$ cat src/rtl/rps_round_ctrl.sv
// rtl/rps_round_ctrl.sv - rock-paper-scissors round controller: key debounce, judging, scoring
// Publishes each judged round as a one-cycle comb_valid pulse for the move predictors.
module rps_round_ctrl #(
  parameter int unsigned DEBOUNCE_CYCLES = 16,
  parameter int unsigned ROUNDS          = 60,
  parameter int unsigned MAX_SCORE       = 99
) (
  input  logic       clock,
  input  logic       reset,
  input  logic       throw_key,
  input  logic [1:0] user_move,
  input  logic [1:0] ai_choice,
  output logic [3:0] combination,
  output logic       comb_valid,
  output logic [1:0] result,
  output logic [7:0] reward,
  output logic [6:0] user_score,
  output logic [6:0] ai_score,
  output logic [5:0] round_count,
  output logic       err_move,
  output logic       game_over
);

  localparam logic [1:0] MV_ROCK     = 2'b00;
  localparam logic [1:0] MV_SCISSORS = 2'b01;
  localparam logic [1:0] MV_PAPER    = 2'b10;
  localparam logic [1:0] MV_ILLEGAL  = 2'b11;

  localparam logic [1:0] RES_DRAW = 2'b00;
  localparam logic [1:0] RES_USER = 2'b01;
  localparam logic [1:0] RES_AI   = 2'b10;

  localparam logic [15:0] DB_LAST   = 16'(DEBOUNCE_CYCLES - 1);
  localparam logic [5:0]  ROUNDS_L  = 6'(ROUNDS);
  localparam logic [6:0]  MAX_SCORE_L = 7'(MAX_SCORE);

  typedef enum logic [2:0] {
    S_IDLE,
    S_LOCK,
    S_JUDGE,
    S_REPORT,
    S_RELEASE,
    S_DONE
  } state_t;

  logic        r_key_meta;
  logic        r_key_sync_n;
  logic        w_key_sync;
  logic [15:0] r_db_cnt;
  logic        r_db_state;
  logic        r_db_prev;
  logic        w_press;

  state_t      r_state;
  logic [1:0]  r_user_mv;
  logic [1:0]  r_ai_mv;
  logic [3:0]  r_combination;
  logic        r_comb_valid;
  logic [1:0]  r_result;
  logic [7:0]  r_reward;
  logic [6:0]  r_user_score;
  logic [6:0]  r_ai_score;
  logic [5:0]  r_round_count;
  logic        r_err_move;
  logic        r_game_over;

  logic [1:0]  w_result;
  logic [7:0]  w_reward;
  logic [6:0]  w_user_score_nxt;
  logic [6:0]  w_ai_score_nxt;
  logic [5:0]  w_round_nxt;

  // Synchroniser flops idle at the released (high) key level.
  always_ff @(posedge clock or negedge reset) begin
    if (!reset) begin
      r_key_meta   <= 1'b1;
      r_key_sync_n <= 1'b1;
    end else begin
      r_key_meta   <= throw_key;
      r_key_sync_n <= r_key_meta;
    end
  end

  assign w_key_sync = ~r_key_sync_n;

  always_ff @(posedge clock or negedge reset) begin
    if (!reset) begin
      r_db_cnt   <= 16'd0;
      r_db_state <= 1'b0;
      r_db_prev  <= 1'b0;
    end else begin
      r_db_prev <= r_db_state;
      if (w_key_sync == r_db_state) begin
        r_db_cnt <= 16'd0;
      end else if (r_db_cnt == DB_LAST) begin
        r_db_state <= ~r_db_state;
        r_db_cnt   <= 16'd0;
      end else begin
        r_db_cnt <= r_db_cnt + 16'd1;
      end
    end
  end

  assign w_press = r_db_state & ~r_db_prev;

  always_comb begin
    w_result = RES_DRAW;
    case ({r_user_mv, r_ai_mv})
      {MV_ROCK, MV_SCISSORS},
      {MV_SCISSORS, MV_PAPER},
      {MV_PAPER, MV_ROCK}:     w_result = RES_USER;
      {MV_SCISSORS, MV_ROCK},
      {MV_PAPER, MV_SCISSORS},
      {MV_ROCK, MV_PAPER}:     w_result = RES_AI;
      default:                 w_result = RES_DRAW;
    endcase
  end

  always_comb begin
    w_reward = 8'h00;
    case (w_result)
      RES_USER: w_reward = 8'hFF;
      RES_AI:   w_reward = 8'h01;
      default:  w_reward = 8'h00;
    endcase
  end

  assign w_user_score_nxt = ((w_result == RES_USER) && (r_user_score < MAX_SCORE_L))
                            ? r_user_score + 7'd1 : r_user_score;
  assign w_ai_score_nxt   = ((w_result == RES_AI) && (r_ai_score < MAX_SCORE_L))
                            ? r_ai_score + 7'd1 : r_ai_score;
  assign w_round_nxt      = r_round_count + 6'd1;

  always_ff @(posedge clock or negedge reset) begin
    if (!reset) begin
      r_state       <= S_IDLE;
      r_user_mv     <= MV_ROCK;
      r_ai_mv       <= MV_ROCK;
      r_combination <= 4'd0;
      r_comb_valid  <= 1'b0;
      r_result      <= RES_DRAW;
      r_reward      <= 8'h00;
      r_user_score  <= 7'd0;
      r_ai_score    <= 7'd0;
      r_round_count <= 6'd0;
      r_err_move    <= 1'b0;
      r_game_over   <= 1'b0;
    end else begin
      case (r_state)
        S_IDLE: begin
          if (w_press) begin
            r_state <= S_LOCK;
          end
        end
        S_LOCK: begin
          r_user_mv <= user_move;
          r_ai_mv   <= ai_choice;
          if (user_move == MV_ILLEGAL) begin
            r_err_move <= 1'b1;
            r_state    <= S_RELEASE;
          end else begin
            r_state <= S_JUDGE;
          end
        end
        S_JUDGE: begin
          r_combination <= {r_ai_mv, r_user_mv};
          r_result      <= w_result;
          r_reward      <= w_reward;
          r_user_score  <= w_user_score_nxt;
          r_ai_score    <= w_ai_score_nxt;
          r_round_count <= w_round_nxt;
          r_err_move    <= 1'b0;
          r_game_over   <= (w_round_nxt == ROUNDS_L);
          r_comb_valid  <= 1'b1;
          r_state       <= S_REPORT;
        end
        S_REPORT: begin
          r_comb_valid <= 1'b0;
          r_state      <= r_game_over ? S_DONE : S_RELEASE;
        end
        // Waiting for the debounced release stops a long hold from scoring twice.
        S_RELEASE: begin
          if (!r_db_state) begin
            r_state <= S_IDLE;
          end
        end
        S_DONE: begin
          r_state <= S_DONE;
        end
        default: begin
          r_state <= S_IDLE;
        end
      endcase
    end
  end

  assign combination = r_combination;
  assign comb_valid  = r_comb_valid;
  assign result      = r_result;
  assign reward      = r_reward;
  assign user_score  = r_user_score;
  assign ai_score    = r_ai_score;
  assign round_count = r_round_count;
  assign err_move    = r_err_move;
  assign game_over   = r_game_over;

endmodule
$ cat config.mk
export PLATFORM = sky130hd
export DESIGN_NAME = rps_round_ctrl
export DESIGN_NICKNAME = d
export VERILOG_FILES = /design/src/rtl/rps_round_ctrl.sv
export SDC_FILE = /design/constraint.sdc
export NUM_CORES = 1
export LEC_CHECK = 0
export CAP_MARGIN = 20
export CORE_MARGIN = 5
export CORE_UTILIZATION = 45
export CTS_CLUSTER_DIAMETER = 30
export DETAILED_ROUTE_END_ITERATION = 12
export PLACE_DENSITY = 0.68
export RECOVER_POWER = 100
export SLEW_MARGIN = 20
export SYNTH_ARGS = -nofsm -noshare
export SYNTH_HDL_FRONTEND = slang
export SYNTH_SLANG_ARGS = --single-unit
$ cat constraint.sdc
create_clock -name clock -period 5.4 [get_ports clock]
set_input_delay 0.81 -clock clock [delete_from_list [all_inputs] [get_ports clock]]
set_output_delay 0.81 -clock clock [all_outputs]
set_load 0.02 [all_outputs]
======== Yosys cells after proc, flatten, opt, wreduce, memory -nomap -nowiden ========
Cells that the tools add are included.
word-level totals
  flip-flop bits (word level) ............. 64
  input bits .............................. 7
  output and inout bits ................... 37
  word-level logic and storage cells ...... 72
operators by class
  add/sub/neg operators ................... 4
  magnitude comparators ................... 2
  eq/ne operators ......................... 20
  multiplexer cells ....................... 12
  bitwise gates (word level) .............. 5
  reductions and logical operators ........ 12
operator list
  cell                     number
  $mux W16                 2
  $pmux W3 S6              1
  $add A16 B1 Y16 const B  1
  $eq A16 B4 Y1 const B    1
  $pmux W8 S2              1
  $add A7 B1 Y7 const B    2
  $lt A7 B7 Y1 const B     2
  $reduce_and A2 Y1        5
  $mux W3                  3
  $eq A4 B3 Y1 const B     2
  $eq A4 B4 Y1 const B     2
  $add A6 B1 Y6 const B    1
  $eq A3 B2 Y1 const B     2
  $eq A3 B3 Y1 const B     2
  $eq A6 B6 Y1 const B     1
  $ne A2 B2 Y1 const B     3
  $reduce_or A3 Y1         2
  $eq A2 B2 Y1 const B     2
  $eq A4 B1 Y1 const B     1
  $eq A4 B2 Y1 const B     1
  $not A1 Y1               4
  $pmux W1 S2              2
  $pmux W2 S2              1
  $reduce_bool A2 Y1       2
  other kinds (7)          9

======== Longest topological paths before layout ========
  depth in word-level cells ............... 6
  mapped depth ............................ 9
  depth with buffers taken out ............ 9

======== Worst setup path after synthesis ========
Ideal clock, no wire load.
  path type ............................... register to register
  start point ............................. register r_user_mv[0]
  end point ............................... register r_ai_score[5], in the netlist ai_score[5]
  library setup time ...................... 132 ps
  arrival time ............................ 1818 ps
  data required time ...................... 5268 ps
  setup slack ............................. 3450 ps
  cell stages (with the launch flop) ...... 10
  buffers on the path ..................... 0
  clock period less this slack ............ 1950 ps
  cell sequence ........................... dfrtp_1 and3b_1 a21oi_1 o22a_1 inv_1 ha_1 and4bb_1 and4_1 and4_4 xor2_2
between the ends
  cells in the longest elaborated chain, start to end .. 6
  elaborated cells between the ends (all ways) .. 12
  those cells by class .................... eq/ne (7); mux (1); reduce/logical (4)
ends and longest elaborated chain
  what                                  RTL line  source
  start: declaration                    55        logic [1:0] r_user_mv;
  start signal: assignment              156       r_user_mv <= user_move;
  $eq A4 B3 Y1 (tied with other cells)  108       case ({r_user_mv, r_ai_mv})
  $reduce_or A3 Y1                      108
  $pmux W2 S2 (*)                       108
  $eq A2 B2 Y1 (*)                      130       assign w_ai_score_nxt = ((w_result == RES_AI) && (r_ai_score < MAX_SCORE_L))
  $logic_and A1 B1 Y1 (*)               130
  $reduce_and A2 Y1 (no line) (*)       -
  end signal: assignment                170       r_ai_score <= w_ai_score_nxt;
  end: declaration                      62        logic [6:0] r_ai_score;
Mark *: on every way between the ends. The rest lies on a longest branch, timed or not.
A chain may end at the register's enable or synchronous reset.

======== Final worst setup path ========
  start point ............................. register r_round_count[2], in the netlist round_count[2]
  end point ............................... output port round_count[2]
RTL lines
  what                      RTL line  source
  start: declaration        63        logic [5:0] r_round_count;
  start signal: assignment  171       r_round_count <= w_round_nxt;
  end: declaration          19        output logic [5:0] round_count,
No word-level cell between the ends.

==> results.yml <==
cts:
  cts_tree: "yes"
  clockBufferDepth: 2
  clock_sinks: 58
  path_clk_slew_ns: 0.06
  clockRootBuffer: "clkbuf_8"
  cts_inserted_buffers: 9
  cts_setup_buffers: 0
  holdBufCountCts: 0
  cts_resized: 0
  insertion_delay_ns: 0.33
  htreeDepth: 3
sta:
  whs_ns: 0.357
  relSlewSlack_pct: 10.6
  max_freq_mhz: 437
  min_period_ns: 2.29
  slew_viol_final: 0
  fin_skew_ns: 0.00806
  rsz0062_at_grt: "no"
  hold_viol: 0
  worstMarginPinSlew_ns: 1.34
  fin_crit_sh_pct: 42.4
  setup_viol: 0
  setup_tns_ns: 0
route:
  num_vias: 1880
  wl_met1_um: 2300
  first_pass_iters: 4
  routed_via_density: 5.05
  drtIter0Drc: 91
  drc_errors: 0
  ant_nets: 0
  wire_per_inst_um: 13.4
  topRoutingLayerUsed: "met4"
  wl_met3_um: 218
  met2WireLength_um: 2370
  wirelength_um: 5000
logic_synthesis:
  synth-edff-count: 0
  ys_top_cells_by_area: "dfrtp_1 (51%), xnor2_1 (7.4%), nand2_1 (5.5%), ha_1 (3.7%), nor2_1 (3.0%)"
  ys_ff_latch: 58
  synth_top_area_share_pct: 51.3
  synth.distinct_cells: 42
  yosys-top-cells-count: "dfrtp_1 (56), nand2_1 (40), xnor2_1 (23), nor2_1 (22)"
  yosys_warnings: 0
  yosysTopAreaCell: "dfrtp_1"
  synth_area_per_cell_um2: 11.0
  yosysMostFrequentCell: "dfrtp_1"
  syn-num-nets: 263
  synth_cells: 248
  yosys_most_used_dff: "dfrtp_1"
  netlist_area_um2: 2730
  seq_area_frac_synth_pct: 53.3
  async_flop_share_pct: 100
placed_design:
  io_buffers: 43
  dp_hpwl_um: 3460
  post-place-cells: 356
  place_congestion: 0.745
critical_path:
  crit_path_start_kind: "register"
  crit_start: "round_count[2]$_DFFE_PN0P_"
  critPathMaxFanout: 5
  critPathMaxStageDelay_ns: 0.71
  cp_data_arrival_time_ns: 1.48
  crit_path_end_kind: "primary output"
  r2r_start: "r_state[2]$_DFFE_PN0P_"
  required_ns: 4.59
  worst-setup-path-type: "reg2out"
  path_delay_family: "buffers and inverters"
  path_buf_inv: 1
  crit_chain: "dlygate4sd3_1"
  crit_path_top_delay_cell: "dlygate4sd3_1"
power_and_ir_drop:
  total_power_w: 0.00156
  vdd_drop_max_mv: 0.315
  leakage_nw: 1.55
  p_clk_share_pct: 24.8
  combPwrFrac_pct: 33.8
  p_sw_share_pct: 36.0
  seq_power_share_pct: 41.4
  switchingPower_w: 0.000562
  power_density_nw_per_um2: 467
  p_int_w: 0.00100
cells_and_area:
  fillers: 500
  layout-drive-gt1-share_pct: 10.8
  utilization_pct: 56.6
  antenna_cells: 0
  syn_to_final_growth_pct: 22.6
  finalNonFillerCells: 372
  nNetsFinal: 307
global_routing:
  track_usage_pct: 15.1
  grt_start_max_net_pins: 59
  grt_pass1_wl_um: 8920
  antenna_found_initial: 0
  grt_pass1_vias: 1877
  grt_remaining_overflow: 0
floorplan:
  rows: 28
  core_region_area_um2: 5920
  ios: 44
  fp.dieW_um: 87.9
  die_h_um: 87.9
  initial_core_util_pct: 46.1
  fp.dieArea_um2: 7720
outcome:
  status: "finished clean"
flow_run:
  drv_cap: 0
min_path:
  hold_class: "reg2reg"
  hp-start: "r_key_meta$_DFF_PN1_"
[cell usage in the layout (no fill, tap or decap), drive strengths merged, types with 3 or more instances in the layout]
| master | instances |
|---|---|
| mux2 | 6 |
| inv | 9 |
| nand4 | 7 |
| a21oi | 4 |
| nor2 | 22 |
| nor4 | 7 |
| dlygate4sd3 | 39 |
| clkbuf | 15 |
| and3 | 3 |
| nand3 | 9 |
| nor3b | 3 |
| clkdlybuf4s50 | 3 |
| nor3 | 5 |
| xnor2 | 23 |
| o21ai | 6 |
| xor2 | 8 |
| dfrtp | 56 |
| nand2 | 40 |
| ha | 8 |
[kinds of logic after synthesis]
| family | count (synthesis) | share of synthesized area (%) |
|---|---|---|
| buf+inv | 20 | 3.99 |
| simple gates | 103 | 20.5 |
| mux | 6 | 2.61 |
| xor+xnor | 31 | 10.2 |
| fa+ha+maj | 8 | 3.67 |
| flops | 58 | 53.3 |
| compound gates | 22 | 5.73 |
[layout make-up]
cell class	count	area, um^2	area share (%)
clock inverters	1	5.00	0.149
inverters	9	33.8	1.01
repair buffers	44	433	12.9
multi-input cells	170	1130	33.8
flip-flops and latches	58	1450	43.4
clock buffers	15	196	5.87
well taps	75	93.8	2.80
[power groups by stage]
stage	clock, W	sequential, W	combinational, W
global route	0.000425	0.000670	0.000585
floorplan	0	0.000717	0.000297
detailed placement	0	0.000664	0.000579
global placement	0	0.000662	0.000568
CTS	0.000400	0.000659	0.000581
finish	0.000388	0.000647	0.000529
[layer usage]
layer	global-route usage (%)	up-vias
li1	-	935
met1	20.5	903
met2	21.8	34
met3	4.05	8
met4	8.79	0
met5	0	-
[final timing paths]
path,slack (ns),endpoint,cells after the start
setup / recovery,3.11,round_count[2],1
setup reg to reg,3.23,round_count[5]$_DFFE_PN0P_,4
hold reg to reg,0.36,r_key_sync_n$_DFF_PN1_,0
hold / removal,0.36,r_key_sync_n$_DFF_PN1_,0
max in group asynchronous,4.32,ai_score[5]$_DFFE_PN0P_,2
min in group asynchronous,0.62,err_move$_DFFE_PN0P_,2
[state kept, by name, indices dropped and copies added, names as in the netlist]
register      cells
r_key_meta        1
reward            2
combination       4
r_key_sync_n      1
r_user_mv         2
r_db_prev         1
r_db_state        1
ai_score          7
result            2
user_score        7
r_state           3
game_over         1
err_move          1
round_count       6
r_ai_mv           2
r_db_cnt         16
comb_valid        1
[stage by stage]
stage	cell area [um^2]	setup WS, ns
global route	3350	3.02
floorplan	2730	3.45
detailed placement	3180	3.26
global placement	3180	3.34
finish	3350	3.11
CTS	3380	3.11
Note: power is estimated with default switching activity, not from simulation.
